$ cat config.mk
export PLATFORM = sky130hd
export DESIGN_NAME = lsu_mem_master
export DESIGN_NICKNAME = d
export VERILOG_FILES = /design/src/rtl/lsu_mem_master.sv
export SDC_FILE = /design/constraint.sdc
export NUM_CORES = 1
export LEC_CHECK = 0
export ABC_AREA = 1
export BUFFER_PORTS_ARGS = -buffer_cell sky130_fd_sc_hd__buf_2
export CORE_MARGIN = 2
export CORE_UTILIZATION = 45
export CTS_CLUSTER_DIAMETER = 50
export DETAILED_ROUTE_END_ITERATION = 16
export GPL_TIMING_DRIVEN = 1
export PLACE_DENSITY = 0.73
export SYNTH_ARGS = -nofsm -noshare
export SYNTH_HDL_FRONTEND = slang
export SYNTH_SLANG_ARGS = --single-unit
export TNS_END_PERCENT = 20
$ cat constraint.sdc
create_clock -name HCLK -period 4 [get_ports HCLK]
set_input_delay 0.4 -clock HCLK [delete_from_list [all_inputs] [get_ports HCLK]]
set_output_delay 0.4 -clock HCLK [all_outputs]
set_load 0.02 [all_outputs]
$ cat src/rtl/lsu_mem_master.sv
`default_nettype none
// ============================================================================
// Module      : lsu_mem_master
// Description : Load/store unit master. Turns one CPU load/store request into
//               SRAM word accesses (read-modify-write for sub-word stores).
// Revision    : 1.0 - initial release
// ============================================================================
module lsu_mem_master #(
    parameter int TIMEOUT = 16
) (
    input  logic        HCLK,
    input  logic        HRESET,
    input  logic        req_valid,
    output logic        req_ready,
    input  logic        req_write,
    input  logic [1:0]  req_size,
    input  logic        req_signed,
    input  logic [31:0] req_addr,
    input  logic [31:0] req_wdata,
    output logic        resp_valid,
    input  logic        resp_ready,
    output logic [31:0] resp_rdata,
    output logic        resp_err,
    output logic        write_enable,
    output logic [31:0] Address,
    output logic [31:0] write_data,
    input  logic        HREADYOUT,
    input  logic [31:0] read_data
);

    localparam logic [1:0] c_IDLE = 2'd0;
    localparam logic [1:0] c_RD   = 2'd1;
    localparam logic [1:0] c_WR   = 2'd2;
    localparam logic [1:0] c_RESP = 2'd3;

    localparam logic [1:0] c_SZ_BYTE = 2'b00;
    localparam logic [1:0] c_SZ_HALF = 2'b01;
    localparam logic [1:0] c_SZ_WORD = 2'b10;

    localparam logic [7:0] c_WAIT_LAST = 8'(TIMEOUT - 1);

    logic [1:0]  r_state;
    logic        r_write;
    logic [1:0]  r_size;
    logic        r_signed;
    logic [1:0]  r_lane;
    logic [15:0] r_wdata;
    logic [7:0]  r_wait_cnt;
    logic        r_we;
    logic [31:0] r_address;
    logic [31:0] r_write_data;
    logic [31:0] r_rdata;
    logic        r_err;

    logic        w_illegal;
    logic [7:0]  w_byte;
    logic [15:0] w_half;
    logic [31:0] w_load_data;
    logic [31:0] w_merged;
    logic        w_expired;

    assign req_ready    = (r_state == c_IDLE) && !HRESET;
    assign resp_valid   = (r_state == c_RESP);
    assign resp_rdata   = r_rdata;
    assign resp_err     = r_err;
    assign write_enable = r_we;
    assign Address      = r_address;
    assign write_data   = r_write_data;

    assign w_illegal = (req_size == 2'b11)
                    || ((req_size == c_SZ_HALF) && req_addr[0])
                    || ((req_size == c_SZ_WORD) && (req_addr[1:0] != 2'b00));

    assign w_expired = (r_wait_cnt == c_WAIT_LAST);

    // Little-endian lane selection from the SRAM word
    always_comb begin
        w_byte = read_data[7:0];
        case (r_lane)
            2'd0:    w_byte = read_data[7:0];
            2'd1:    w_byte = read_data[15:8];
            2'd2:    w_byte = read_data[23:16];
            default: w_byte = read_data[31:24];
        endcase
        w_half = r_lane[1] ? read_data[31:16] : read_data[15:0];

        w_load_data = read_data;
        case (r_size)
            c_SZ_BYTE: w_load_data = {{24{r_signed & w_byte[7]}}, w_byte};
            c_SZ_HALF: w_load_data = {{16{r_signed & w_half[15]}}, w_half};
            default:   w_load_data = read_data;
        endcase
    end

    // Sub-word store: overwrite only the addressed lane(s) of the read word
    always_comb begin
        w_merged = read_data;
        if (r_size == c_SZ_BYTE) begin
            case (r_lane)
                2'd0:    w_merged[7:0]   = r_wdata[7:0];
                2'd1:    w_merged[15:8]  = r_wdata[7:0];
                2'd2:    w_merged[23:16] = r_wdata[7:0];
                default: w_merged[31:24] = r_wdata[7:0];
            endcase
        end else if (r_lane[1]) begin
            w_merged[31:16] = r_wdata;
        end else begin
            w_merged[15:0] = r_wdata;
        end
    end

    always_ff @(posedge HCLK or posedge HRESET) begin
        if (HRESET) begin
            r_state      <= c_IDLE;
            r_write      <= 1'b0;
            r_size       <= 2'b00;
            r_signed     <= 1'b0;
            r_lane       <= 2'b00;
            r_wdata      <= 16'h0;
            r_wait_cnt   <= 8'h0;
            r_we         <= 1'b0;
            r_address    <= 32'h0;
            r_write_data <= 32'h0;
            r_rdata      <= 32'h0;
            r_err        <= 1'b0;
        end else begin
            case (r_state)
                c_IDLE: begin
                    if (req_valid) begin
                        r_write    <= req_write;
                        r_size     <= req_size;
                        r_signed   <= req_signed;
                        r_lane     <= req_addr[1:0];
                        r_wdata    <= req_wdata[15:0];
                        r_wait_cnt <= 8'h0;
                        r_rdata    <= 32'h0;
                        if (w_illegal) begin
                            r_err   <= 1'b1;
                            r_state <= c_RESP;
                        end else begin
                            r_err     <= 1'b0;
                            r_address <= {req_addr[31:2], 2'b00};
                            if (req_write && (req_size == c_SZ_WORD)) begin
                                r_we         <= 1'b1;
                                r_write_data <= req_wdata;
                                r_state      <= c_WR;
                            end else begin
                                r_we    <= 1'b0;
                                r_state <= c_RD;
                            end
                        end
                    end
                end
                c_RD: begin
                    if (HREADYOUT) begin
                        r_wait_cnt <= 8'h0;
                        if (r_write) begin
                            r_write_data <= w_merged;
                            r_we         <= 1'b1;
                            r_state      <= c_WR;
                        end else begin
                            r_rdata <= w_load_data;
                            r_state <= c_RESP;
                        end
                    end else if (w_expired) begin
                        r_err   <= 1'b1;
                        r_state <= c_RESP;
                    end else begin
                        r_wait_cnt <= r_wait_cnt + 8'd1;
                    end
                end
                c_WR: begin
                    if (HREADYOUT) begin
                        r_we       <= 1'b0;
                        r_wait_cnt <= 8'h0;
                        r_state    <= c_RESP;
                    end else if (w_expired) begin
                        r_we    <= 1'b0;
                        r_err   <= 1'b1;
                        r_state <= c_RESP;
                    end else begin
                        r_wait_cnt <= r_wait_cnt + 8'd1;
                    end
                end
                c_RESP: begin
                    if (resp_ready) begin
                        r_state <= c_IDLE;
                    end
                end
                default: r_state <= c_IDLE;
            endcase
        end
    end

endmodule
`default_nettype wire

==> impl_metrics.ini <==
[global_route]
grt_usage_pct = 26.1
grt_pass1_vias = 7182
grt_max_degree = 76
antenna_found_initial = 2
gr-total-overflow = 0
grt_pass1_wl_um = 36300

[sta]
rsz0062_at_grt = no
fin_ws_ns = 1.41
fin_crit_ns = 2.59
fin_crit_sh_pct = 64.8
maxSlewHeadroom_pct = 30.9
hold_viol_final = 0
final-setup-viol-count = 0
drv_slew = 0
worst_slew_pin_slew_ns = 1.04
setup_tns_ns = 0
finClkSkew_ns = 0.00932
max_freq_mhz = 386
holdWs_ns = 0.186

[clock_network]
clk_latency_ns = 0.43
cts_tree = built
cts_buffers = 17
root_buffer = clkbuf_16
cts-htree-levels = 4
cts_sinks = 128
ctsHoldBuffers = 0
clk_pin_slew_ns = 0.06
cts_buffer_depth = 2
postCtsSetupBuffers = 0
cts-resized-gates = 0

[route]
wl_per_cell_um = 15.2
dr.first_iter.drc_count = 633
detail_route.first_pass.iterations = 5
vias_per_cell = 5.15
dr_total_vias = 7531
antenna_left = 0
routed_wl_um = 22200
drcViolationCount = 0

[yosys]
netlist_top_cells_area = dfrtp_1, nand2_1, nand3_1, inv_1, o21ai_0
synth.avg_cell_area_um2 = 6.94
yosysTopAreaCell = dfrtp_1
synth_fa_ha_area_share_pct = 1.02
syn_inst = 1057
yosysMostFrequentCell = nand2_1
async_reset_ff_share_pct = 100
synth_top_family_by_area = simple AND/OR/NAND/NOR gates
yosysSeqAreaShare_pct = 43.7
synthTopCellsByCount = nand2_1, dfrtp_1, nand3_1
synth_compound_area_share_pct = 10.0
syn_area_um2 = 7330
ys_ff_latch = 128
synth_flop_cell = dfrtp_1
synth_cell_types = 28
muxShareOfSynthArea_pct = 1.38
ys_warn_count = 0
synth_xor_xnor_area_share_pct = 0
synth_edf_count = 0
yosys.area_share.simple_pct = 35.1
synth.top_cell.area_share_pct = 43.7

[worst_setup_path]
worst_path_max_delay_cell = dfrtp_1
start_kind = flop
critPathRequiredTime_ns = 4.32
path_cells = inv_1 -> ha_1 -> buf_4 -> nor2_1 -> nor2_2 -> nand2_1 -> nor2_4 -> buf_4 -> inv_2 -> nand2_1 -> nand2_1
cp.arrival_ns = 2.91
reg2reg_from = r_state[1]$_DFFE_PP0P_
worstSetupPathType = reg -> reg
critPathTopFamily = buffers and inverters
rrSetupSlack_ns = 1.41
ff2ff_path_depth = 11
endpoint_kind = flop
path_max_fanout = 36
slowest_delay_ns = 0.42
r2r-end = write_data[22]$_DFFE_PP0P_
critical_path_buf_inv_count = 4
cp_num_cells = 11
critPathMostFrequentCell = nand2_1

[power]
switching_share_pct = 47.7
power_mw = 7.99
p_int_mw = 4.18
p_clk_share_pct = 20.3
p_leak_nw = 5.15
worst_ir_drop_vdd_mv = 0.391
p_switching_mw = 3.81
powerDensity_nw_per_um2 = 884
seqPwrFrac_pct = 29.9
pwr-share-comb_pct = 49.8

[floorplan]
core_um2 = 15900
initial_utilization_pct = 46.2
die_w_um = 132
dieArea_um2 = 17300
io_pins = 205
num_rows = 46
die_y_um = 132

[place]
dpl.hpwl_um = 15900
portBuffers = 202
gp_congestion = 0.897
post-place-ws_ns = 1.44
place_inst = 1429
placed_cell_area_um2 = 8420

[cells_and_area]
postLayoutCoreUtil_pct = 56.9
drive_gt1_share_pct = 22.5
fin_area_um2 = 9040
fin_nets = 1343
final_cells = 1462
syn_to_final_growth_pct = 23.2

[outcome]
status = finished, final reports clean

[min_path]
hold_class = in -> async

[job]
cap_violations = 0
placed cells by master, fill, tap and decap left out, drive strengths merged:
master,instances
a21oi,30
a22oi,3
a31oi,1
buf,212
bufinv,3
clkbuf,20
clkinv,4
clkinvlp,3
conb,2
dfrtp,128
diode,1
ha,6
inv,99
mux2,9
nand2,478
nand3,114
nor2,37
o211ai,18
o21ai,71
o221ai,6
or2,1
layer usage:
metal	global-route usage [%]	vias up	share of wire (%)
met1	34.5	3401	41
met2	40.1	378	45
met3	7.56	59	10
met4	11.1	2	3.4
li1	-	3691	-
met5	0	-	0.063
cell type report:
class | count | area (um^2)
repair buffers | 212 | 1090
fillers | 1560 | 6850
well taps | 216 | 270
flip-flops and latches | 128 | 3200
multi-input cells | 776 | 3490
diodes | 1 | 2.50
inverters | 97 | 367
clock inverters | 12 | 158
clock buffers | 20 | 457
worst reg2reg max path: cells and delay by family (launching register included):
kind | cells | cell delay (ns)
buf+inv | 4 | 1.17
simple gates | 6 | 0.69
flops | 1 | 0.42
fa+ha+maj | 1 | 0.22
cell families after synthesis:
logic type	after synthesis
adders and majority gates	6
DFF	128
muxes	9
buffers and inverters	154
AOI/OAI and AO/OA	129
and+or+nand+nor	630
other	1
registers in the layout (all words and copies together) (netlist names):
name          cells
r_wait_cnt        8
r_size            2
Address          30
r_wdata          16
write_enable      1
write_data       32
r_state           2
r_lane            2
resp_rdata       32
resp_err          1
r_write           1
r_signed          1
how the worst max path moves through the flow:
stage	from	slack (ns)	endpoint
after global routing	r_state[1]$_DFFE_PP0P_	1.16	write_data[17]$_DFFE_PP0P_
after detailed placement	r_state[1]$_DFFE_PP0P_	1.44	write_data[22]$_DFFE_PP0P_
after floorplan	HRESET	0.19	Address[10]$_DFFE_PP0P_
final	r_state[1]$_DFFE_PP0P_	1.41	write_data[22]$_DFFE_PP0P_
after global placement	r_state[1]$_DFFE_PP0P_	1.53	write_data[23]$_DFFE_PP0P_
after CTS	r_state[1]$_DFFE_PP0P_	1.40	write_data[22]$_DFFE_PP0P_
power by group through the flow:
stage,Sequential (mW),Combinational (mW),Clock (mW)
3_3_place_gp,2.39,3.90,0
3_5_place_dp,2.37,4.00,0
6_report,2.39,3.98,1.62
4_1_cts,2.37,4.00,1.65
2_1_floorplan,2.75,2.48,0
5_1_grt,2.46,4.47,1.72
Power figures use the tool's default switching activity.
